--- src/rtl/arb_pkg.sv ---
// Shared types and width helpers for the memory port arbiter.
package arb_pkg;

    typedef enum logic [1:0] {
        ST_IDLE  = 2'd0,
        ST_ISSUE = 2'd1,
        ST_WAIT  = 2'd2,
        ST_RESP  = 2'd3
    } state_t;

    typedef enum logic {
        OWN_IF = 1'b0,
        OWN_D  = 1'b1
    } owner_t;

    function automatic int unsigned lat_cnt_w(input int unsigned mem_lat);
        return $clog2(mem_lat + 1);
    endfunction

    function automatic int unsigned starve_cnt_w(input int unsigned starve_max);
        return $clog2(starve_max + 1);
    endfunction

endpackage

--- src/rtl/mem_arb_pick.sv ---
// Combinational winner select: data wins unless fetch has been starved STARVE_MAX times.
module mem_arb_pick
    import arb_pkg::*;
#(
    parameter int unsigned STARVE_MAX = 4,
    parameter int unsigned CNT_W      = starve_cnt_w(STARVE_MAX)
) (
    input  logic             if_req,
    input  logic             d_req,
    input  logic [CNT_W-1:0] starve_cnt,
    output logic             grant_valid,
    output logic             grant_owner
);

    localparam logic [CNT_W-1:0] CNT_MAX = CNT_W'(STARVE_MAX);

    always_comb begin
        grant_valid = if_req | d_req;
        grant_owner = OWN_IF;
        if (d_req && !(if_req && (starve_cnt == CNT_MAX)))
            grant_owner = OWN_D;
    end

endmodule

--- src/rtl/mem_port_arbiter.sv ---
// Single-ported memory shared by fetch (read-only) and data (read/write) requesters.
// Define ARB_PERF_EN to add perf_if_wait/perf_d_wait stall-cycle counters.
module mem_port_arbiter
    import arb_pkg::*;
#(
    parameter int unsigned ADDR_W     = 32,
    parameter int unsigned DATA_W     = 32,
    parameter int unsigned MEM_LAT    = 1,
    parameter int unsigned STARVE_MAX = 4
) (
    input  logic              clk,
    input  logic              reset,
    input  logic              if_req,
    input  logic [ADDR_W-1:0] if_addr,
    output logic              if_ack,
    output logic [DATA_W-1:0] if_rdata,
    input  logic              d_req,
    input  logic              d_we,
    input  logic [ADDR_W-1:0] d_addr,
    input  logic [DATA_W-1:0] d_wdata,
    output logic              d_ack,
    output logic [DATA_W-1:0] d_rdata,
    output logic              mem_en,
    output logic              mem_we,
    output logic [ADDR_W-1:0] mem_addr,
    output logic [DATA_W-1:0] mem_wdata,
    input  logic [DATA_W-1:0] mem_rdata,
    output logic              busy
`ifdef ARB_PERF_EN
    ,
    output logic [31:0]       perf_if_wait,
    output logic [31:0]       perf_d_wait
`endif
);

    localparam int unsigned LW = lat_cnt_w(MEM_LAT);
    localparam int unsigned SW = starve_cnt_w(STARVE_MAX);
    localparam logic [LW-1:0] LAT_LAST = LW'(MEM_LAT - 1);
    localparam logic [SW-1:0] SMAX     = SW'(STARVE_MAX);

    state_t            state;
    owner_t            lat_owner;
    logic              lat_we;
    logic [ADDR_W-1:0] lat_addr;
    logic [DATA_W-1:0] lat_wdata;
    logic [LW-1:0]     lat_cnt;
    logic [SW-1:0]     starve_cnt;
    logic              grant_valid;
    logic              grant_owner;

    mem_arb_pick #(
        .STARVE_MAX (STARVE_MAX),
        .CNT_W      (SW)
    ) u_pick (
        .if_req      (if_req),
        .d_req       (d_req),
        .starve_cnt  (starve_cnt),
        .grant_valid (grant_valid),
        .grant_owner (grant_owner)
    );

    // Address/wdata stay on the latched values; write strobe only counts with mem_en.
    assign mem_addr  = lat_addr;
    assign mem_wdata = lat_wdata;
    assign mem_we    = mem_en & lat_we;

    always_ff @(posedge clk) begin
        if (reset) begin
            state      <= ST_IDLE;
            lat_owner  <= OWN_IF;
            lat_we     <= 1'b0;
            lat_addr   <= '0;
            lat_wdata  <= '0;
            lat_cnt    <= '0;
            starve_cnt <= '0;
            mem_en     <= 1'b0;
            if_ack     <= 1'b0;
            d_ack      <= 1'b0;
            if_rdata   <= '0;
            d_rdata    <= '0;
            busy       <= 1'b0;
        end else begin
            mem_en <= 1'b0;
            if_ack <= 1'b0;
            d_ack  <= 1'b0;
            case (state)
                ST_IDLE: begin
                    if (grant_valid) begin
                        if (grant_owner == OWN_D) begin
                            lat_owner <= OWN_D;
                            lat_we    <= d_we;
                            lat_addr  <= d_addr;
                            lat_wdata <= d_wdata;
                            if (if_req && (starve_cnt != SMAX))
                                starve_cnt <= starve_cnt + 1'b1;
                        end else begin
                            lat_owner  <= OWN_IF;
                            lat_we     <= 1'b0;
                            lat_addr   <= if_addr;
                            lat_wdata  <= '0;
                            starve_cnt <= '0;
                        end
                        mem_en <= 1'b1;
                        busy   <= 1'b1;
                        state  <= ST_ISSUE;
                    end
                end
                ST_ISSUE: begin
                    lat_cnt <= '0;
                    state   <= ST_WAIT;
                end
                ST_WAIT: begin
                    if (lat_cnt == LAT_LAST) begin
                        if (lat_owner == OWN_IF) begin
                            if_ack   <= 1'b1;
                            if_rdata <= mem_rdata;
                        end else begin
                            d_ack   <= 1'b1;
                            d_rdata <= lat_we ? '0 : mem_rdata;
                        end
                        state <= ST_RESP;
                    end else begin
                        lat_cnt <= lat_cnt + 1'b1;
                    end
                end
                ST_RESP: begin
                    busy  <= 1'b0;
                    state <= ST_IDLE;
                end
                default: begin
                    busy  <= 1'b0;
                    state <= ST_IDLE;
                end
            endcase
        end
    end

`ifdef ARB_PERF_EN
    always_ff @(posedge clk) begin
        if (reset) begin
            perf_if_wait <= '0;
            perf_d_wait  <= '0;
        end else begin
            if (if_req && !if_ack)
                perf_if_wait <= perf_if_wait + 32'd1;
            if (d_req && !d_ack)
                perf_d_wait <= perf_d_wait + 32'd1;
        end
    end
`endif

endmodule

--- config.mk ---
export PLATFORM = sky130hd
export DESIGN_NAME = mem_port_arbiter
export DESIGN_NICKNAME = d
export VERILOG_FILES = /design/src/rtl/arb_pkg.sv /design/src/rtl/mem_arb_pick.sv /design/src/rtl/mem_port_arbiter.sv
export SDC_FILE = /design/constraint.sdc
export NUM_CORES = 1
export LEC_CHECK = 0
export BUFFER_PORTS_ARGS = -buffer_cell sky130_fd_sc_hd__buf_2
export CORE_MARGIN = 3
export CORE_UTILIZATION = 40
export CTS_CLUSTER_SIZE = 10
export DETAILED_ROUTE_END_ITERATION = 7
export PLACE_DENSITY = 0.83
export SYNTH_ARGS = -nofsm -noshare
export SYNTH_HDL_FRONTEND = slang
export SYNTH_HIERARCHICAL = 1
export SYNTH_SLANG_ARGS = --single-unit
--- constraint.sdc ---
create_clock -name clk -period 1.9 [get_ports clk]
set_input_delay 0.19 -clock clk [delete_from_list [all_inputs] [get_ports clk]]
set_output_delay 0.19 -clock clk [all_outputs]
set_load 0.1 [all_outputs]
==> results of run 1 <==
-- cell type report --
class                           count  area [um2]  share of cell area, %
Inverter                            4       15.01                 0.2011
Multi-Input combinational cell    375        2166                  29.01
Clock buffer                       18       439.2                  5.883
Timing Repair Buffer              290        1639                  21.96
Clock inverter                     14       207.7                  2.782
Sequential cell                   139        2783                  37.28
Tap cell                          172       215.2                  2.883
-- sequential cells by signal, summed over array words and instances (netlist names), 2 cells and up --
signal / flops
starve_cnt: 3
mem_addr: 32
state: 2
if_rdata: 32
d_rdata: 32
mem_wdata: 32
-- per-layer routing --
layer / wire length (um) / GRT usage, %
met5: 0 / 0
met4: 461 / 10.20
met2: 7243 / 32.83
met3: 1408 / 6.361
met1: 5910 / 23.03
-- critical path, stage by stage (launching register included) --
cell and delay, ps:
sky130_fd_sc_hd__dfxtp_1 420, sky130_fd_sc_hd__and2_2 180, sky130_fd_sc_hd__buf_2 430
-- power by group through the flow --
| stage | clock (mW) | combinational, mW | sequential (mW) |
|---|---|---|---|
| 2_1_floorplan | 0 | 1.63 | 7.49 |
| 3_3_place_gp | 0 | 6.26 | 3.79 |
| 3_5_place_dp | 0 | 6.32 | 3.80 |
| 4_1_cts | 3.66 | 6.35 | 3.75 |
| 5_1_grt | 3.78 | 6.63 | 3.83 |
| 6_report | 3.59 | 6.32 | 3.76 |
-- cells in the final DEF (no fill, tap or decap), drive strengths merged, types with 3 or more instances in the layout --
cell type and count:
inv 10, a31oi 3, buf 276, ha 6, a21oi 69, dfxtp 139, nand4 3, mux2i 33
nand3 35, a211oi 33, dlygate4sd3 14, a22o 30, nor2 39, bufinv 4, clkbuf 18, nand2 108
-- cell families after synthesis --
kind of cell             synth area share (%)
AND/OR/NAND/NOR                         15.58
AO/OA/AOI/OAI                           17.65
flip-flops                              53.05
buffers and inverters                   5.988
multiplexers                            6.298
adder cells (fa/ha/maj)                 1.431
-- metrics by stage --
stage          util (%)  total power [mW]  instances  setup WS (ps)  hold WS [ps]
6_report          58.67             13.66       1012          270.7         19.93
5_1_grt           58.67             14.23       1012          179.4         10.81
4_1_cts           58.67             13.76       1012          230.1        0.3469
3_5_place_dp      52.49             10.12        966          348.3         419.7
3_3_place_gp      52.49             10.05        966          432.7         417.8
2_1_floorplan         -             9.119        567          171.2         315.5
-- worst max-delay path by stage --
stage              from  cells after the start  slack (ps)           end
3_5_place_dp   state[0]                      6         350  if_rdata[21]
3_3_place_gp   state[0]                      6         430  if_rdata[15]
4_1_cts          lat_we                      2         230        mem_we
2_1_floorplan    mem_en                      1         170        mem_we
5_1_grt        state[0]                      6         180  if_rdata[26]
6_report         lat_we                      2         270        mem_we
==> results list, run 1 <==
- The flow ran to the end, and the final reports show no timing, DRC or antenna violations.
* Antenna viol nets, final: 0
- Number of gates resized after CTS: 0
* Share of the synthesized area in the top cell type: 53.05%
* Worst endpoint data arrival time: 1440 ps
- After detailed routing, the average wire length per cell comes to 14.85 um.
- Share of post-route cells with drive strength above 1: 37.62%
- Port-buffer cells: 265
* Clock sink total: 139
* Path type of the worst setup path: register to primary output
- Maximum number of pins on one net before global-route repair: 60
- Largest cells by area after synthesis: sky130_fd_sc_hd__dfxtp_1 53%, sky130_fd_sc_hd__nand2_1 7.7%, sky130_fd_sc_hd__a21oi_1 6.6%
- Critical Path End Type: primary output
- The floorplan has 41 rows.
- Worst Tran Pin Value: 524.6 ps
- Number of iterations in the first detailed-routing pass: 5
- In the finished design, the share of the clock period the worst path needs comes to 85.75%.
- Yosys printed 6 warnings.
- Across the run, the number of max-cap violations was 0.
* Depth of the worst register-to-register path: 6
- The max-slew violation count is 0.
* Unique cell type count in the Yosys netlist: 28
* Endpoint of the lowest-slack register-to-register path: if_rdata[28]
- Area overhead of the layout relative to synthesis: 42.32%
- Finish-stage setup viols: 0
* Maximum achievable frequency: 613.8 MHz
- Terminating pin of the worst hold path: d_rdata[13]
* Critical Path RT: 1710 ps
* Static Leakage: 3.522 nW
- Placer Congestion: 0.7708
* Max H-tree Level: 4
- Post-CTS Repair Setup Buffers: 0
- Setup repair after global routing left no endpoint under its margin.
- The first global-routing pass estimated 23050 um of wire.
- The final layout contains routed wiring with a total length of 15020 um.
* Total standard cell area after synthesis: 0.005245 mm2
- Die height: 120.5 um
- Dividing the detail-routed via count by the number of cells gives 5.027.
- Number of clock buffers inserted by TritonCTS: 17
* Post-synth top cells: 139 x sky130_fd_sc_hd__dfxtp_1, 108 x sky130_fd_sc_hd__nand2_1, 69 x sky130_fd_sc_hd__a21oi_1
* Clock input transition at the sequential cells of the worst setup and hold paths: 60 ps
- Via count: 5087
* Cell with the most instances after synthesis: sky130_fd_sc_hd__dfxtp_1
- The finished cells cover 0.007465 mm2.
- For this run the aggregate overflow at the end of global routing stands at 0.
* Antenna violations before repair: 0
- Post-layout min period: 1629 ps
* Full die area: 0.01452 mm2
* Worst slew margin relative to its limit: 65.27%
* Filler cell count: 1115
* Power density over the cells: 1830 mW/mm2
* Antenna diode count: 0
* Setup total negative slack: 0 ps
* Synthesized netlist net count: 706
- In this run the register-to-register setup slack is 340 ps.
- The final hold violation count is 0.
- Largest area contributor in the netlist: sky130_fd_sc_hd__dfxtp_1
- In this run the worst path has a maximum fanout of 5.
- Hold_sp: mem_rdata[13]
- In this run, flip-flops and latches consume 27.5% of the power.
- TritonCTS built the clock tree.
* Critical register-to-register path startpoint: state[0]
- After floorplanning, the core was sized to cover 0.01272 mm2.
- Number of instances in the synthesized netlist: 567
- Buffers inserted to repair hold after CTS numbered 14.
- Ys flop type: sky130_fd_sc_hd__dfxtp_1
* Switching power share of the total: 49.65%
* Initial core utilization: 41.23%
- The final layout contains 966 nets.
* Overall routing resource usage: 19.86%
- Of the total power, combinational logic draws 46.2%.
- Clk root buf: sky130_fd_sc_hd__clkbuf_16
- Number of enable-type register cells in the synthesized netlist: 0
- After legalization and detailed placement, the total HPWL measured 10310 um.
- In this run the deepest clock path goes through 2 buffers.
- Nature of the critical path startpoint: register
* Relative contribution of the clock network to total power: 26.3%
- The via count of the first global-routing pass was 4725.
- Number of stages on the worst hold path: 2
- Switching power of the nets: 6.782 mW
* Internal Dissipation: 6.879 mW
* Dpl cell area: 0.006678 mm2
* Mean instance size in the synthesized netlist: 9.250 um2
- Register area share after synthesis: 53.05%
- Top-level I/O count: 266
- Counting flops with an async set or reset pin after synthesis yields a share of 0%.
* Number of synthesized register bits: 139
* Number of DRC markers after the initial detailed-route iteration: 295
- Worst ir drop on vdd: 0.001073 V
- At the later pin of the worst-skew pair, clock insertion delay measures 410 ps.
- Worst min-delay path category: input pin to register
- Clock skew on the completed layout was measured at 6.607 ps.
- In this run the horizontal extent of the chip is 120.5 um.
- Number of remaining DRC errors: 0
(Power assumes the default switching activity.)
==> inputs of run 2 (changes only) <==
--- a/config.mk
+++ b/config.mk
@@ -7,10 +7,10 @@
 export LEC_CHECK = 0
 export BUFFER_PORTS_ARGS = -buffer_cell sky130_fd_sc_hd__buf_2
 export CORE_MARGIN = 3
-export CORE_UTILIZATION = 40
+export CORE_UTILIZATION = 45
 export CTS_CLUSTER_SIZE = 10
 export DETAILED_ROUTE_END_ITERATION = 7
-export PLACE_DENSITY = 0.83
+export PLACE_DENSITY = 0.9
 export SYNTH_ARGS = -nofsm -noshare
 export SYNTH_HDL_FRONTEND = slang
 export SYNTH_HIERARCHICAL = 1
==> run 2 against run 1 <==
  * Register-to-register slack got worse by 80 ps
  * Worst setup slack got worse by 16 ps
  * Sequential cell count stayed put
  * Clock power decreased by 13%
  * First-iteration DRC count rose by 55%
  * Critical path depth grew 4
  * Clock skew rose by 3.3 ps
==> results list, run 2 (synthesized netlist as in run 1, its figures left out) <==
* Core Rows: 38 (was 41)
- Worst slew margin relative to its limit: 65.44% (was 65.27%)
* Antenna violations before repair: 1 (was 0)
- The critical-path maximum fanout came to 26 (was 5).
- The worst setup margin came to 255.0 ps (was 270.7 ps).
* Critical Path RT: 2220 ps (was 1710 ps)
- The power density of the placed cells is 1789 mW/mm2 (was 1830 mW/mm2).
- The number of top-level pins was 266 (unchanged).
- Count of maximum capacitance violations: 0 (unchanged)
* Sequence of cells on the critical path: inv_1, ha_1, nor2b_2, buf_4, nand2_1, a21oi_1 (was and2_2, buf_2)
- The worst setup timing slack at the placement stage came to 340.7 ps (was 348.3 ps).
- Core box area: 0.01113 mm2 (was 0.01272 mm2)
* Area overhead of the layout relative to synthesis: 41.58% (was 42.32%)
- The number of clock buffers inserted by TritonCTS was 17 (unchanged).
- Setup repair after global routing missed its margin: false (unchanged)
- The worst min-delay path category is input pin to register (unchanged).
- Setup total negative slack: 0 ps (unchanged)
- The cell at the root of the clock tree was sky130_fd_sc_hd__clkbuf_16 (unchanged).
- Worst endpoint data arrival time: 1960 ps (was 1440 ps)
- Port-buffer cells: 265 (unchanged)
- Global-route wire length before repair: 23870 um (was 23050 um)
* Overall power: 13.29 mW (was 13.66 mW)
* Die height: 114.0 um (was 120.5 um)
- Outcome: complete, no violations (unchanged).
- The remaining antenna violation count came to 0 (unchanged).
- The post-CTS clock slew at the launch and capture registers of the worst setup and hold paths is 60 ps (about the same).
* Initial core utilization: 47.14% (was 41.23%)
- The kind of start point of the critical path was a register (unchanged).
* Post-layout min period: 1645 ps (was 1629 ps)
- Max H-tree Level: 4 (unchanged)
* Overall overflow remaining after global route: 0 (unchanged)
- The met1 global-route usage was 25.62% (was 23.03%).
- The total global-route track usage came to 22.95% (was 19.86%).
- The sink count of the clock tree came to 139 (unchanged).
- Final hold viol count: 0 (unchanged)
- The number of endpoints failing setup at the final stage was 0 (unchanged).
- The number of iterations in the first detailed-routing pass was 4 (was 5).
* Path type of the worst setup path: register to register (was register to primary output)
- Commonest non-fill, non-tap cells in the layout: 264 x sky130_fd_sc_hd__buf_2, 139 x sky130_fd_sc_hd__dfxtp_1, 108 x sky130_fd_sc_hd__nand2_1 (unchanged)
- Placer Congestion: 0.7956 (was 0.7708)
- The met2 layer usage reported by global route came to 40.09% (was 32.83%).
- Number of nets in the final layout: 977 (was 966)
- The average routed wire per standard cell was 15.33 um (was 14.85 um).
- Via count of the first global-routing pass: 4949 (was 4725)
- The final period utilization came to 86.58% (was 85.75%).
* Maximum achievable frequency: 607.9 MHz (was 613.8 MHz)
- Worst ir drop on vdd: 0.001198 V (was 0.001073 V)
* Static Leakage: 3.525 nW (was 3.522 nW)
- Total instance count after detailed placement: 940 (was 966)
- Filler cell count: 856 (was 1115)
* Share of post-route cells with drive strength above 1: 37.49% (was 37.62%)
- The final routed DRC violation total is 0 (unchanged).
- Sum of net half-perimeters after detailed placement: 10260 um (was 10310 um)
- Antenna diode count: 0 (unchanged)
- Post-CTS Repair Setup Buffers: 0 (unchanged)
* Non-filler cells, final: 991 (was 1012)
* Critical Path End Type: register (was primary output)
* Maximum number of pins on one net before global-route repair: 58 (was 60)
- The standard cell with the maximum stage delay on the critical path is sky130_fd_sc_hd__dfxtp_1 (was sky130_fd_sc_hd__buf_2).
- The largest incremental delay on the critical path was 320 ps (was 430 ps).
- Most Crowded Layer GR: met2 (unchanged)
* Number of DRC markers after the initial detailed-route iteration: 456 (was 295)
- The CTS tree is done (unchanged).
- The clock network latency to the later pin of the worst-skew pair is 410 ps (about the same).
- Worst Tran Pin Value: 522.0 ps (was 524.6 ps)
- The total wirelength of the detailed-routed design was 15200 um (was 15020 um).
* Worst hold margin: 21.44 ps (was 19.93 ps)
- The overall die width is 114.0 um (was 120.5 um).
- The met3 capacity usage during global routing came to 6.897% (was 6.361%).
* Commonest non-fill, non-tap cell in the layout: sky130_fd_sc_hd__buf_2 (unchanged)
* Deepest clock path buffer count: 2 (unchanged)
- Full die area: 0.01299 mm2 (was 0.01452 mm2)
* Via count: 5134 (was 5087)
- The routed via count divided by cell count is 5.181 (was 5.027).
* Register-to-Register Setup Slack: 260 ps (was 340 ps)
- Final max-slew violation count: 0 (unchanged)
- The setup clock skew after layout is 9.894 ps (was 6.607 ps).
==> run 2: worst paths after layout <==
check	from	to	cells past startpoint
worst max-delay path	state[0]	if_rdata[25]	6
worst min-delay path	mem_rdata[3]	d_rdata[3]	2
worst max register to register	state[0]	if_rdata[25]	6
worst min register to register	mem_wdata[24]	mem_wdata[24]	2
==> run 2: layout make-up <==
class / count / area [um2] / share of cell area [%]
sequential: 139 / 2783 / 37.47
multi-input combinational: 375 / 2166 / 29.17
timing repair buffer: 301 / 1722 / 23.18
clock buffer: 23 / 478.0 / 6.436
tap: 140 / 175.2 / 2.359
clock inverter: 9 / 87.58 / 1.179
inverter: 4 / 15.01 / 0.2022
==> run 2: critical path: cells and delay by family (launching register included) <==
family	cells	cell delay, ps
buffers and inverters	2	400
DFF	1	320
and+or+nand+nor	2	310
adders and majority gates	1	300
AOI/OAI and AO/OA	1	210
==> run 2: metrics by stage <==
| step | util (%) | instance area [um2] |
|---|---|---|
| 6_report | 66.75 | 7426 |
| 5_1_grt | 66.75 | 7426 |
| 4_1_cts | 66.66 | 7416 |
| 3_5_place_dp | 59.95 | 6670 |
| 3_3_place_gp | 59.95 | 6670 |
| 2_1_floorplan | - | 5246 |
==> run 2: routing by layer <==
layer | vias up | share of wire (%)
li1 | 2518 | -
met1 | 2302 | 39
met2 | 270 | 49
met3 | 42 | 8.6
met4 | 2 | 2.9
met5 | - | 0.072
==> run 2: timing repair <==
| action | CTS | global route |
|---|---|---|
| setup endpoints to repair | 0 | 0 |
| gates resized for setup | 0 | 0 |
| endpoints found under the hold margin | 18 | 1 |
| hold buffers | 18 | 1 |
==> run 2: power breakdown <==
| part | switching [mW] | total (mW) | internal, mW |
|---|---|---|---|
| clock network | 1.21 | 3.11 | 1.91 |
| logic | 5.20 | 6.41 | 1.21 |
| registers | 0.296 | 3.77 | 3.47 |
| total | 6.70 | 13.3 | 6.58 |
